## src/rtl/rv32_pipe_pkg.sv

```systemverilog
// Shared definitions for the RV32 pipeline front end: IF/ID bundle layout,
// the canonical NOP, and the fetch-stage state encoding.
package rv32_pipe_pkg;

    localparam int unsigned XLEN = 32;
    localparam int unsigned ILEN = 32;

    // addi x0, x0, 0
    localparam logic [ILEN-1:0] NOP_INSTR = 32'h0000_0013;

    typedef enum logic [1:0] {
        S_BOOT = 2'd0,
        S_RUN  = 2'd1,
        S_HOLD = 2'd2
    } fetch_state_e;

    typedef struct packed {
        logic [XLEN-1:0] pc;
        logic [ILEN-1:0] instr;
        logic            valid;
        logic            misaligned;
    } if_id_t;

endpackage

```

## src/rtl/if_skid_buffer.sv

```systemverilog
// One-entry holding register for a fetched word that decode could not take.
// Clear wins over load; drain simply empties the entry.
module if_skid_buffer
    import rv32_pipe_pkg::*;
(
    input  logic            clk_in,
    input  logic            rst_in,
    input  logic            load_in,
    input  logic            drain_in,
    input  logic            clear_in,
    input  logic [XLEN-1:0] pc_in,
    input  logic [ILEN-1:0] instr_in,
    input  logic            mis_in,
    output logic [XLEN-1:0] pc_out,
    output logic [ILEN-1:0] instr_out,
    output logic            mis_out,
    output logic            full_out
);

    logic [XLEN-1:0] pc_q, pc_d;
    logic [ILEN-1:0] instr_q, instr_d;
    logic            mis_q, mis_d;
    logic            full_q, full_d;

    always_comb begin
        pc_d    = pc_q;
        instr_d = instr_q;
        mis_d   = mis_q;
        full_d  = full_q;
        if (clear_in) begin
            full_d = 1'b0;
        end else if (load_in) begin
            pc_d    = pc_in;
            instr_d = instr_in;
            mis_d   = mis_in;
            full_d  = 1'b1;
        end else if (drain_in) begin
            full_d = 1'b0;
        end
    end

    always_ff @(posedge clk_in or negedge rst_in) begin
        if (!rst_in) begin
            pc_q    <= '0;
            instr_q <= NOP_INSTR;
            mis_q   <= 1'b0;
            full_q  <= 1'b0;
        end else begin
            pc_q    <= pc_d;
            instr_q <= instr_d;
            mis_q   <= mis_d;
            full_q  <= full_d;
        end
    end

    assign pc_out    = pc_q;
    assign instr_out = instr_q;
    assign mis_out   = mis_q;
    assign full_out  = full_q;

endmodule

```

## src/rtl/fetch_stage.sv

```systemverilog
// Instruction fetch stage: owns the architectural PC, captures AHB instruction
// words into the IF/ID register, absorbs decode stalls and squashes wrong-path words.
module fetch_stage
    import rv32_pipe_pkg::*;
#(
    parameter logic [XLEN-1:0] BOOT_ADDRESS = 32'h0000_0000
) (
    input  logic            clk_in,
    input  logic            rst_in,
    input  logic [XLEN-1:0] pc_mux_in,
    input  logic [ILEN-1:0] instr_in,
    input  logic            ahb_ready_in,
    input  logic            misaligned_instr_in,
    input  logic            stall_in,
    input  logic            flush_in,
    output logic [XLEN-1:0] pc_out,
    output logic            fetch_en_out,
    output logic [XLEN-1:0] if_pc_out,
    output logic [ILEN-1:0] if_instr_out,
    output logic            if_valid_out,
    output logic            if_misaligned_out
);

    localparam if_id_t IF_ID_RESET = '{pc: '0, instr: NOP_INSTR, valid: 1'b0, misaligned: 1'b0};

    fetch_state_e    state_q, state_d;
    logic [XLEN-1:0] pc_q, pc_d;
    if_id_t          if_id_q, if_id_d;
    logic            drop_q, drop_d;

    logic            flush_eff;
    logic            accept;
    logic [ILEN-1:0] fetched_instr;
    logic            skid_load, skid_drain, skid_clear, skid_full;
    logic [XLEN-1:0] skid_pc;
    logic [ILEN-1:0] skid_instr;
    logic            skid_mis;

    // The boot cycle never redirects; everywhere else a flush beats a stall.
    assign flush_eff     = flush_in && (state_q != S_BOOT);
    assign accept        = (state_q == S_RUN) && ahb_ready_in && !drop_q;
    assign fetched_instr = misaligned_instr_in ? NOP_INSTR : instr_in;

    assign skid_load  = !flush_eff && accept && stall_in;
    assign skid_drain = !flush_eff && (state_q == S_HOLD) && !stall_in;
    assign skid_clear = flush_eff;

    if_skid_buffer u_skid (
        .clk_in    (clk_in),
        .rst_in    (rst_in),
        .load_in   (skid_load),
        .drain_in  (skid_drain),
        .clear_in  (skid_clear),
        .pc_in     (pc_q),
        .instr_in  (fetched_instr),
        .mis_in    (misaligned_instr_in),
        .pc_out    (skid_pc),
        .instr_out (skid_instr),
        .mis_out   (skid_mis),
        .full_out  (skid_full)
    );

    always_ff @(posedge clk_in or negedge rst_in) begin
        if (!rst_in) begin
            state_q <= S_BOOT;
            pc_q    <= BOOT_ADDRESS;
            if_id_q <= IF_ID_RESET;
            drop_q  <= 1'b0;
        end else begin
            state_q <= state_d;
            pc_q    <= pc_d;
            if_id_q <= if_id_d;
            drop_q  <= drop_d;
        end
    end

    always_comb begin
        state_d = state_q;
        case (state_q)
            S_BOOT:  state_d = S_RUN;
            S_RUN:   if (skid_load) state_d = S_HOLD;
            S_HOLD:  if (flush_eff || !stall_in) state_d = S_RUN;
            default: state_d = S_BOOT;
        endcase
    end

    always_comb begin
        pc_d    = pc_q;
        if_id_d = if_id_q;
        drop_d  = drop_q;
        if (flush_eff) begin
            pc_d               = pc_mux_in;
            if_id_d.instr      = NOP_INSTR;
            if_id_d.valid      = 1'b0;
            if_id_d.misaligned = 1'b0;
            // A word still in flight belongs to the old path; only one can be outstanding.
            drop_d             = drop_q || !ahb_ready_in;
        end else if (state_q == S_HOLD) begin
            if (!stall_in) begin
                if_id_d = '{pc: skid_pc, instr: skid_instr, valid: skid_full,
                            misaligned: skid_mis};
            end
        end else if (state_q == S_RUN) begin
            if (accept) begin
                pc_d = pc_mux_in;
                if (!stall_in) begin
                    if_id_d = '{pc: pc_q, instr: fetched_instr, valid: 1'b1,
                                misaligned: misaligned_instr_in};
                end
            end else begin
                if (ahb_ready_in) drop_d = 1'b0;
                if (!stall_in) begin
                    if_id_d.instr      = NOP_INSTR;
                    if_id_d.valid      = 1'b0;
                    if_id_d.misaligned = 1'b0;
                end
            end
        end
    end

    always_comb begin
        fetch_en_out      = (state_q == S_RUN);
        pc_out            = pc_q;
        if_pc_out         = if_id_q.pc;
        if_instr_out      = if_id_q.instr;
        if_valid_out      = if_id_q.valid;
        if_misaligned_out = if_id_q.misaligned;
    end

endmodule

```

## config.mk

```make
export PLATFORM = sky130hd
export DESIGN_NAME = fetch_stage
export DESIGN_NICKNAME = d
export VERILOG_FILES = /design/src/rtl/rv32_pipe_pkg.sv /design/src/rtl/if_skid_buffer.sv /design/src/rtl/fetch_stage.sv
export SDC_FILE = /design/constraint.sdc
export NUM_CORES = 1
export LEC_CHECK = 0
export ABC_CLOCK_PERIOD_IN_PS = 2520
export BUFFER_PORTS_ARGS = -buffer_cell sky130_fd_sc_hd__clkbuf_2
export CORE_ASPECT_RATIO = 0.8
export CORE_MARGIN = 4
export CORE_UTILIZATION = 45
export DETAILED_ROUTE_END_ITERATION = 12
export PLACE_DENSITY = 0.73
export SETUP_SLACK_MARGIN = 0.02
export SLEW_MARGIN = 40
export SYNTH_ARGS = -nofsm -noshare
export SYNTH_HDL_FRONTEND = slang
export SYNTH_HIERARCHICAL = 1
export SYNTH_SLANG_ARGS = --single-unit
```

## constraint.sdc

```tcl
create_clock -name clk_in -period 2.52 [get_ports clk_in]
set_clock_uncertainty 0.05 [all_clocks]
set_input_delay 0.504 -clock clk_in [delete_from_list [all_inputs] [get_ports clk_in]]
set_output_delay 0.504 -clock clk_in [all_outputs]
set_load 0.1 [all_outputs]
```

* After elaboration in Yosys (flattened, before gate mapping)
Cells that the tools add are included. Widths: inputs -> output; s select.
Storage, ports and cells: bits in registers 167, latch bits 0, RAM bits 0, bits in read-only memories 0, bits of input ports 70, output and inout bits 99, word-level logic and storage cells 74, memories kept 0
Operators by class: $add $sub $neg 0, multipliers 0, div/mod/pow operators 0, $lt $le $gt $ge 0, eq/ne operators 10, shifts and indexed selects 0, multiplexer cells 24, bitwise gates (word level) 1, reductions and logical operators 28
Operator list (number):
- $mux 66 | 4
- $mux 32 | 6
- $mux 34 | 3
- $reduce_bool 2->1 | 6
- $mux 1 | 8
- $logic_and 1x1->1 | 7
- $ne 2x2->1 const B | 3
- $ne 3x3->1 const B | 2
- $pmux 2 s3 | 1
- $reduce_and 3->1 | 2
- $reduce_bool 3->1 | 2
- $reduce_and 5->1 | 1
- $logic_not 1->1 | 4
- $mux 2 | 2
- $ne 2x1->1 const B | 2
- $reduce_and 2->1 | 2
- $reduce_and 4->1 | 1
- $ne 3x2->1 const B | 1
- $eq 2x1->1 const B | 1
- $eq 2x2->1 const B | 1
- $logic_not 2->1 | 1
- $logic_or 1x1->1 | 2
- $not 1->1 | 1

* Logic depth before layout (Yosys ltp)
Gate-level depths: netlist of the first run.
depth after elaboration 8, depth in mapped cells 9, gate-level depth less buffers 4

* By module
The synthesis of the first run kept the hierarchy.
Modules (own cells, without submodules):
- fetch_stage | times used 1, cells each 354, area an instance 5033.6 um^2, seq. area each 2531.2 um^2
- if_skid_buffer | times used 1, cells each 142, area an instance 2731.4 um^2, seq. area each 1655.3 um^2

* Worst setup path before layout of the first run
No wires, ideal clock.
path kind input -> register, start input port flush_in, end register u_skid.pc_q[0] (netlist: u_skid/pc_out[0]), library setup time 0.126 ns, arrival 2.059 ns, data required time 2.344 ns, slack 0.285 ns, cell stages on the path 7, path buffers 3, cell sequence nor3b_1 -> clkbuf_1 -> and3_1 -> nor2b_4 -> buf_12 -> buf_12 -> mux2_4
On the way: longest elaborated chain between the ends 5, elaborated cells between the ends (all ways) 6, those cells by class bitwise: 1; reduce/logical: 5
Ends and longest elaborated chain:
- start, declared | RTL line fetch_stage.sv:15 | input logic flush_in,
- $logic_and 1x1->1 | RTL line fetch_stage.sv:40 | assign flush_eff = flush_in && (state_q != S_BOOT);
- $logic_not 1->1 | RTL line fetch_stage.sv:44 | assign skid_load = !flush_eff && accept && stall_in;
- $logic_and 1x1->1 (2 in series) | RTL line fetch_stage.sv:44
- named net skid_load | RTL line fetch_stage.sv:34 | logic skid_load, skid_drain, skid_clear, skid_full;
- $reduce_and 2->1 (no source line)
- end signal, assigned | RTL line if_skid_buffer.sv:49 | pc_q <= pc_d;
- end, declared | RTL line if_skid_buffer.sv:20 | logic [XLEN-1:0] pc_q, pc_d;
The timed path passes the listed nets, and every way through them passes these cells. A chain may end at the register's enable or synchronous reset.

* Worst setup path after layout of the first run
start register state_q[0], end output port fetch_en_out
On the way: longest elaborated chain between the ends 1
Ends and longest elaborated chain:
- start, declared | RTL line fetch_stage.sv:26 | fetch_state_e state_q, state_d;
- start signal, assigned | RTL line fetch_stage.sv:70 | state_q <= state_d;
- $eq 2x1->1 | RTL line fetch_stage.sv:122 | fetch_en_out = (state_q == S_RUN);
- end, declared | RTL line fetch_stage.sv:17 | output logic fetch_en_out,
Every way passes these cells.

==> run_results.csv, run 1 <==
group,metric,value,unit
global_route,grt_use_total,16.9,%
clock_tree,cts.path.max_buffers,2,
cells_and_area,antennaDiodeCount,0,
route,ant_nets,0,
die,boundaryPins,169,
route,dr.pass1.iters,4,
clock_tree,cts_root_buf,"clkbuf_16",
timing,hold_viol_final,0,
cells_and_area,drive_above_1_share,61.5,%
logic_synthesis,synth_largest_area_cell,"dfrtp_1",
logic_synthesis,ys_seq_area_share,53.9,%
logic_synthesis,synth.avg_cell_area,15.7,um^2
place,portBuffers,168,
timing,drv_slew,0,
worst_setup_path,worst_path_max_delay_cell,"dfrtp_2",
timing,post-route-min-period,2.30,ns
pwr,leakagePower,4.42,nW
global_route,grt_start_max_net_pins,74,
logic_synthesis,synthArstFlopShare,100,%
logic_synthesis,synth.most_common_cell,"dfrtp_1",
route,viasPerCell,5.16,
worst_setup_path,worstPathArrival,1.74,ns
die,row_count,42,
flow_run,cap_violations,0,
clock_tree,cts_buffers,17,
logic_synthesis,synth_top_cell_area_share,51.9,%
worst_setup_path,worstPathCellList,"nor2b_2 -> buf_4 -> buf_12",
logic_synthesis,ys_types,33,
pwr,fin_total_pwr,11.7,mW
place,dp_cells,860,
worst_setup_path,path_class,"reg -> out",
worst_setup_path,max_stage_delay,0.53,ns
logic_synthesis,synth.cells.most_frequent,"161 x dfrtp_1, 108 x mux2_2, 76 x mux2_4, 32 x nor2b_1, 29 x a32o_1",
route,totalWireLength,16100,um
logic_synthesis,synth_seq_cells,167,
pwr,p_per_area,1250,nW/um^2
logic_synthesis,yosys_most_used_dff,"dfrtp_1",
global_route,overflow,0,
cells_and_area,stdcell_count,893,
route,via_count,4612,
route,wl_per_cell,18.0,um
logic_synthesis,synth_nets,566,
clock_tree,cts.clk_slew.worst_paths,0.07,ns
worst_setup_path,cp-end-kind,"output pin",
clock_tree,cts_tree,"yes",
die,die_h,125,um
global_route,grt_first_pass_wirelength,26600,um
min_path,hold_class,"in -> reg",
worst_setup_path,worstPathMaxFanout,31,
global_route,grt_pass1_vias,5049,
timing,worstMarginPinSlew,0.710,ns
logic_synthesis,ys_warn_count,6,
die,die_w,155,um
place,gp_congestion,0.755,
die,die_area,19400,um^2
route,drc,0,
pwr,peakVddDrop,0.799,mV
timing,rsz0062_at_grt,"false",
logic_synthesis,synth_area,7760,um^2
worst_setup_path,path_delay_family,"buffers and inverters",
cells_and_area,syn_to_final_growth,21.0,%
logic_synthesis,syn_inst,496,
timing,fmax,0.436,GHz
clock_tree,cts_setup_buffers,0,
run_status,status,"completed",
place,dp_hpwl,11000,um
logic_synthesis,synth_edf_count,0,
cells_and_area,nNetsFinal,730,
timing,min_period_over_period,91.1,%
global_route,antenna_found_initial,0,
clock_tree,clock-sinks,167,
die,core_area,16700,um^2
timing,relSlewSlack,52.7,%
die,start_util,46.5,%
cells_and_area,stdcell_area,9390,um^2
clock_tree,clock_latency,0.41,ns
timing,setup_tns,0,ns
route,drt_iter0_markers,166,
logic_synthesis,synth_area_leaders,"dfrtp_1 52%, mux2_2 16%, mux2_4 15%",
place,place_area,8740,um^2
worst_setup_path,path_buf_inv,2,
timing,setup_viol,0,
clock_tree,cts_max_level,4,
worst_setup_path,worstSetupStartpointType,"flip-flop",
worst_setup_path,crit_required,1.97,ns
## layer usage
layer / up-vias / share of wire [%] / track usage (%)
li1: 2128 / - / -
met1: 2371 / 45 / 21.8
met2: 102 / 51 / 28.6
met3: 11 / 3.8 / 4.15
met4: 0 / 1.1 / 4.41
met5: - / 0 / 0
## per-stage QoR
stage / setup WS (ns) / utilization [%] / hold WS, ns
final: 0.224 / 56.2 / 0.267
after global routing: 0.126 / 56.2 / 0.248
after CTS: 0.0651 / 56.2 / 0.247
after detailed placement: 0.299 / 52.3 / 0.339
after global placement: 0.361 / 52.3 / 0.337
after floorplan: 0.285 / - / 0.158
## cell usage in the layout (no fill, tap or decap), types with 4 or more instances in the layout
cell	synthesis	final
buf_12	6	7
dfstp_2	6	6
clkbuf_16	0	17
dfrtp_1	161	160
nor2b_1	32	31
bufinv_16	0	4
mux2_1	6	6
a32o_1	29	29
inv_6	0	5
mux2_4	76	76
clkbuf_2	1	166
mux2_2	108	108
buf_4	4	6
mux2i_1	4	4
nor2_1	5	5
inv_1	5	5
## logic make-up after synthesis
group / after synthesis / synth area share [%]
and+or+nand+nor: 50 / 4.24
muxes: 194 / 31.7
DFF: 167 / 53.9
buffers and inverters: 41 / 4.79
AOI/OAI and AO/OA: 44 / 5.32
## area by class of cell
class	count	area, um^2
clock buffer	17	425
clock inverter	15	215
fill	1337	7320
inverter	5	18.8
multi-input combinational	288	3230
sequential	167	4190
tap	220	275
timing repair buffer	181	1040
## registers in the layout, summed over array words and instances, names as in the netlist
register and flops:
if_instr_out 32, if_pc_out 32, pc_out 32, u_skid/instr_out 32
u_skid/pc_out 32, state_q 2, drop_q 1, if_misaligned_out 1
if_valid_out 1, u_skid/full_out 1, u_skid/mis_out 1
## where the power goes
part	internal (mW)	switching [mW]
registers	3.50	0.552
logic	1.36	3.51
clock network	1.69	1.13
## worst paths after layout
path,from,slack (ns),end,cells after the start
worst max-delay path,state_q[0],0.22,fetch_en_out,3
worst min-delay path,pc_mux_in[9],0.27,pc_out[9],2
worst max register to register,state_q[1],0.41,if_pc_out[31],4
worst min register to register,if_instr_out[8],0.46,if_instr_out[8],1
max in group asynchronous,rst_in,1.27,if_instr_out[30],3
min in group asynchronous,rst_in,0.47,if_instr_out[10],2
## what timing repair did
action	CTS	global route
setup endpoints to repair	0	1
hold buffers	1	0
endpoints found under the hold margin	22	0
gates resized for setup	0	1
Note: power is estimated with default switching activity, not from simulation.
==> run 2: changes to the inputs <==
==> constraint.sdc (replaced) <==
create_clock -name clk_in -period 2.52 [get_ports clk_in]
set_clock_uncertainty 0.05 [all_clocks]
set_input_delay 0.378 -clock clk_in [delete_from_list [all_inputs] [get_ports clk_in]]
set_output_delay 0.378 -clock clk_in [all_outputs]
set_load 0.1 [all_outputs]
==> run 2 against run 1 <==
Core utilization is 0.73 points lower. Count of clock-buffer cells in the layout is 1 higher. Design area is 1.3% lower. Largest cell class unchanged. Largest power group unchanged.
==> run_results.csv, run 2 (same netlist as run 1, synthesis figures left out) <==
group,metric,value,unit
run_status,status,"completed",
worst_setup_path,r2r-end,"if_pc_out[15]",
cells_and_area,final_cell_mix,"166 x clkbuf_2, 160 x dfrtp_1, 108 x mux2_2",
worst_setup_path,path_delay_family,"buffers and inverters",
place,gp_congestion,0.766,
route,ant_nets,0,
die,row_count,42,
clock_tree,cts_setup_buffers,0,
timing,hold_slack,0.133,ns
worst_setup_path,startpoint,"state_q[0]",
die,start_util,46.5,%
worst_setup_path,worstPathArrival,1.91,ns
cells_and_area,nNetsFinal,730,
min_path,hold_class,"in -> reg",
clock_tree,clock_latency,0.43,ns
global_route,grt_first_pass_wirelength,27200,um
worst_setup_path,cp-end-kind,"output pin",
cells_and_area,stdcell_count,893,
worst_setup_path,worstPathCellList,"nor2b_2 -> buf_4 -> buf_4",
die,die_area,19400,um^2
clock_tree,cts_buffers,17,
worst_setup_path,path_buf_inv,2,
timing,min_period_over_period,92.7,%
worst_setup_path,crit_required,2.09,ns
cells_and_area,syn_to_final_growth,19.4,%
clock_tree,cts_max_level,4,
die,boundaryPins,169,
pwr,leakagePower,4.38,nW
worst_setup_path,worstPathMaxFanout,31,
timing,fmax,0.428,GHz
pwr,p_per_area,1220,nW/um^2
timing,rsz0062_at_grt,"false",
timing,relSlewSlack,51.3,%
worst_setup_path,cp.depth,3,
route,viasPerCell,5.21,
timing,setup_viol,0,
cells_and_area,antennaDiodeCount,0,
worst_setup_path,worstRegToRegCells,4,
route,dr.pass1.iters,4,
place,dp_cells,860,
cells_and_area,nFillCells,1363,
cells_and_area,seq_area,4190,um^2
flow_run,cap_violations,0,
worst_setup_path,worstSetupStartpointType,"flip-flop",
route,wl_per_cell,18.5,um
clock_tree,cts_tree,"yes",
global_route,grt_pass1_vias,5133,
worst_setup_path,worst_path_max_delay_cell,"dfrtp_2",
global_route,overflow,0,
clock_tree,clock-sinks,167,
timing,hold_viol_final,0,
global_route,antenna_found_initial,0,
timing,post-route-min-period,2.34,ns
place,portBuffers,168,
worst_setup_path,path_class,"reg -> out",
die,die_w,155,um
route,totalWireLength,16500,um
route,drc,0,
clock_tree,cts_root_buf,"clkbuf_16",
worst_setup_path,crit_end,"fetch_en_out",
cells_and_area,final_util,55.5,%
timing,worstMarginPinSlew,0.730,ns
timing,drv_slew,0,
cells_and_area,stdcell_area,9270,um^2
worst_setup_path,r2r_start,"state_q[1]",
timing,layout_setup_ws,0.184,ns
place,place_area,8720,um^2
cells_and_area,layout_commonest_cell,"clkbuf_2",
worst_setup_path,regToRegSetupSlack,0.39,ns
route,via_count,4652,
pwr,fin_total_pwr,11.3,mW
place,dp_slack,0.362,ns
cells_and_area,multi_input_area,3230,um^2
die,core_area,16700,um^2
pwr,peakVddDrop,0.975,mV
global_route,grt_start_max_net_pins,64,
timing,setup_tns,0,ns
die,die_h,125,um
clock_tree,cts.path.max_buffers,2,
global_route,grt_use_total,17.4,%
worst_setup_path,crit_top_cell,"buf_4",
place,dp_hpwl,10900,um
clock_tree,cts.clk_slew.worst_paths,0.06,ns
worst_setup_path,max_stage_delay,0.52,ns
cells_and_area,drive_above_1_share,61.5,%
route,drt_iter0_markers,198,
## run 2: changes by cell type in the layout (fill, tap and decap cells not counted), sizes merged
cell	delta
inv	-4
clkbuf	+1
bufinv	-4
clkinvlp	-1
clkinv	+8
## run 2: area by class of cell
cell class	count	share of cell area, %
timing repair buffer	181	10.9
tap	220	2.97
multi-input combinational	288	34.9
clock buffer	18	4.74
sequential	167	45.2
inverter	5	0.202
clock inverter	14	1.12
## run 2: worst min-delay path by stage
stage,from,to,cells after the start
final,pc_mux_in[21],pc_out[21],2
after CTS,pc_mux_in[13],pc_out[13],2
after floorplan,rst_in,drop_q,0
after global placement,rst_in,if_instr_out[10],1
after detailed placement,rst_in,if_instr_out[10],1
after global routing,pc_mux_in[14],pc_out[14],2
## run 2: timing repair
item | in CTS | in global routing
gates resized for setup | 0 | 1
hold buffers | 1 | 0
setup endpoints to repair | 0 | 1
endpoints found under the hold margin | 55 | 0
## run 2: power by group
group / internal (mW) / leakage [nW] / switching (mW) / total (mW)
combinational: 1.35 / 2.03 / 3.50 / 4.85
sequential: 3.50 / 2.08 / 0.544 / 4.05
clock: 1.29 / 0.268 / 1.11 / 2.40
## run 2: per-layer routing
| metal | global-route usage, % | wire, um | up-vias | share of wire [%] |
|---|---|---|---|---|
| met3 | 3.87 | 605 | 20 | 3.7 |
| met1 | 21.4 | 7000 | 2410 | 42 |
| met5 | 0 | 0 | - | 0 |
| met4 | 5.92 | 237 | 0 | 1.4 |
| li1 | - | - | 2130 | - |
| met2 | 30.4 | 8650 | 92 | 52 |
==> run 3: changes to the inputs <==
Settings changed: MAX_ROUTING_LAYER set to met4, SETUP_SLACK_MARGIN 0.02 to 0.3, SYNTH_HIERARCHICAL 1 to unset.
==> run 3 against run 2 <==
First-iteration DRC count increased by 39%. Synthesized area is 4.5% lower. Global-route usage grew 2.0 points. Critical endpoint is now u_skid.pc_out[25]. Register-to-register slack improved by 0.15 ns. Sequential share of layout area rose by 0.66 points. Cell count up 5.9%.
==> run_results.csv, run 3 <==
group,metric,value,unit
run_status,status,"completed",
route,via_count,5026,
logic_synthesis,ys_types,35,
worst_setup_path,worst_path_max_delay_cell,"dfrtp_1",
clock_tree,cts.clk_slew.worst_paths,0.07,ns
worst_setup_path,path_class,"reg -> reg",
die,row_count,41,
logic_synthesis,synthArstFlopShare,100,%
global_route,overflow,0,
worst_setup_path,worstPathCellList,"nand4bb_2 -> or2_2 -> buf_4 -> mux2_4",
logic_synthesis,synth.avg_cell_area,13.2,um^2
logic_synthesis,synth_largest_area_cell,"dfrtp_1",
place,portBuffers,168,
clock_tree,cts_tree,"yes",
logic_synthesis,synth_top_cell_area_share,54.4,%
clock_tree,cts_buffers,17,
timing,drv_slew,0,
cells_and_area,stdcell_count,946,
logic_synthesis,yosys_most_used_dff,"dfrtp_1",
global_route,grt_pass1_vias,5360,
route,dr.pass1.iters,5,
global_route,antenna_found_initial,0,
logic_synthesis,synth_nets,630,
place,dp_slack,0.395,ns
worst_setup_path,max_stage_delay,0.43,ns
cells_and_area,final_util,57.3,%
timing,min_period_over_period,78.8,%
place,gp_congestion,0.756,
die,die_area,18600,um^2
timing,rsz0062_at_grt,"false",
logic_synthesis,synth_top_family_by_area,"multiplexers",
logic_synthesis,synth_edf_count,0,
die,start_util,46.5,%
logic_synthesis,yosys.area_share.simple,3.78,%
timing,post-route-min-period,1.98,ns
clock_tree,cts_max_level,4,
timing,relSlewSlack,53.8,%
logic_synthesis,syn_inst,560,
die,boundaryPins,169,
clock_tree,cts.path.max_buffers,2,
cells_and_area,layout_commonest_cell,"clkbuf_2",
route,drc,0,
clock_tree,clock-sinks,167,
worst_setup_path,worstPathMaxFanout,30,
cells_and_area,syn_to_final_growth,23.3,%
min_path,hold_class,"in -> reg",
timing,setup_viol,0,
timing,fmax,0.504,GHz
die,core_area,16000,um^2
die,die_h,123,um
logic_synthesis,ys_seq_area_share,56.5,%
clock_tree,cts_root_buf,"clkbuf_16",
logic_synthesis,synth-compound-area-share,9.54,%
timing,layout_setup_ws,0.535,ns
logic_synthesis,synth-xor-area-share,0,%
worst_setup_path,cp-end-kind,"flip-flop",
clock_tree,clock_latency,0.42,ns
route,totalWireLength,17100,um
worst_setup_path,crit_required,2.77,ns
flow_run,cap_violations,0,
place,dp_cells,913,
cells_and_area,antennaDiodeCount,0,
route,ant_nets,0,
logic_synthesis,synth.cells.most_frequent,"161 x dfrtp_1, 139 x mux2_2, 60 x o21ai_0, 33 x inv_1, 31 x nand2b_1",
logic_synthesis,synthMuxAreaShare,25.6,%
route,drt_iter0_markers,276,
logic_synthesis,synth.most_common_cell,"dfrtp_1",
logic_synthesis,synth_area_leaders,"dfrtp_1 54%, mux2_2 21%, mux2_4 4.1%",
die,die_w,151,um
cells_and_area,nNetsFinal,788,
logic_synthesis,synth_seq_cells,167,
timing,setup_tns,0,ns
logic_synthesis,synth_fa_ha_area_share,0,%
logic_synthesis,ys_warn_count,0,
cells_and_area,final_cell_mix,"166 x clkbuf_2, 160 x dfrtp_1, 139 x mux2_2",
global_route,grt_start_max_net_pins,68,
cells_and_area,drive_above_1_share,53.4,%
logic_synthesis,synth_area,7410,um^2
global_route,grt_use_total,19.4,%
timing,hold_slack,0.135,ns
pwr,peakVddDrop,0.560,mV
worst_setup_path,worstPathArrival,2.24,ns
place,dp_hpwl,11500,um
timing,hold_viol_final,0,
pwr,leakagePower,4.28,nW
timing,worstMarginPinSlew,0.693,ns
worst_setup_path,worstSetupStartpointType,"flip-flop",
pwr,p_per_area,1250,nW/um^2
route,viasPerCell,5.31,
global_route,grt_first_pass_wirelength,27500,um
route,wl_per_cell,18.0,um
run 3: layout make-up:
| type | count | area [um^2] |
|---|---|---|
| Clock inverter | 12 | 165 |
| Inverter | 33 | 124 |
| Fill cell | 1276 | 6820 |
| Timing Repair Buffer | 183 | 1000 |
| Multi-Input combinational cell | 316 | 2920 |
| Tap cell | 215 | 269 |
| Sequential cell | 167 | 4190 |
| Clock buffer | 20 | 467 |
run 3: routing by layer:
| metal | wire, um | vias up | global-route usage, % |
|---|---|---|---|
| met5 | 0 | - | - |
| met4 | 301 | 0 | 6.79 |
| met3 | 665 | 22 | 3.69 |
| met2 | 8750 | 133 | 32.0 |
| met1 | 7350 | 2560 | 24.1 |
| li1 | - | 2311 | - |
run 3: critical path, delay by kind of cell, from the launching register on:
| kind | cells | cell delay (ns) |
|---|---|---|
| buffers and inverters | 1 | 0.29 |
| flip-flops | 1 | 0.43 |
| multiplexers | 1 | 0.36 |
| AND/OR/NAND/NOR | 2 | 0.72 |
run 3: path summary, 6_finish.rpt:
check | slack [ns] | to | cells after the start | from
max | 0.54 | u_skid.pc_out[25] | 4 | drop_q
min | 0.14 | pc_out[20] | 2 | pc_mux_in[20]
max reg2reg | 0.54 | u_skid.pc_out[25] | 4 | drop_q
min reg2reg | 0.45 | u_skid.pc_out[11] | 1 | u_skid.pc_out[11]
max in group asynchronous | 1.20 | if_instr_out[4] | 3 | rst_in
min in group asynchronous | 0.44 | if_instr_out[17] | 2 | rst_in
run 3: power breakdown:
part / switching, mW / internal, mW / total (mW)
clock: 1.11 / 1.66 / 2.77
sequential: 0.500 / 3.49 / 3.99
combinational: 3.59 / 1.11 / 4.70
run 3: through the flow:
stage	cell area [um^2]	power, mW
floorplan	7410	7.82
global placement	8490	8.61
detailed placement	8490	8.76
CTS	9140	11.6
global route	9140	11.9
finish	9140	11.5
run 3: logic make-up (layout without fill, tap and decap cells):
group | Yosys count | count (layout)
muxes | 162 | 162
DFF | 167 | 167
AOI/OAI and AO/OA | 110 | 110
and+or+nand+nor | 44 | 44
buffers and inverters | 77 | 248
run 3: what timing repair did:
item | 4_1_cts | 5_1_grt
endpoints found under the hold margin | 54 | 0
gates resized for setup | 1 | 1
buffers inserted | 0 | 0
pin swaps | 0 | 0
hold buffers | 1 | 0
setup endpoints to repair | 1 | 17
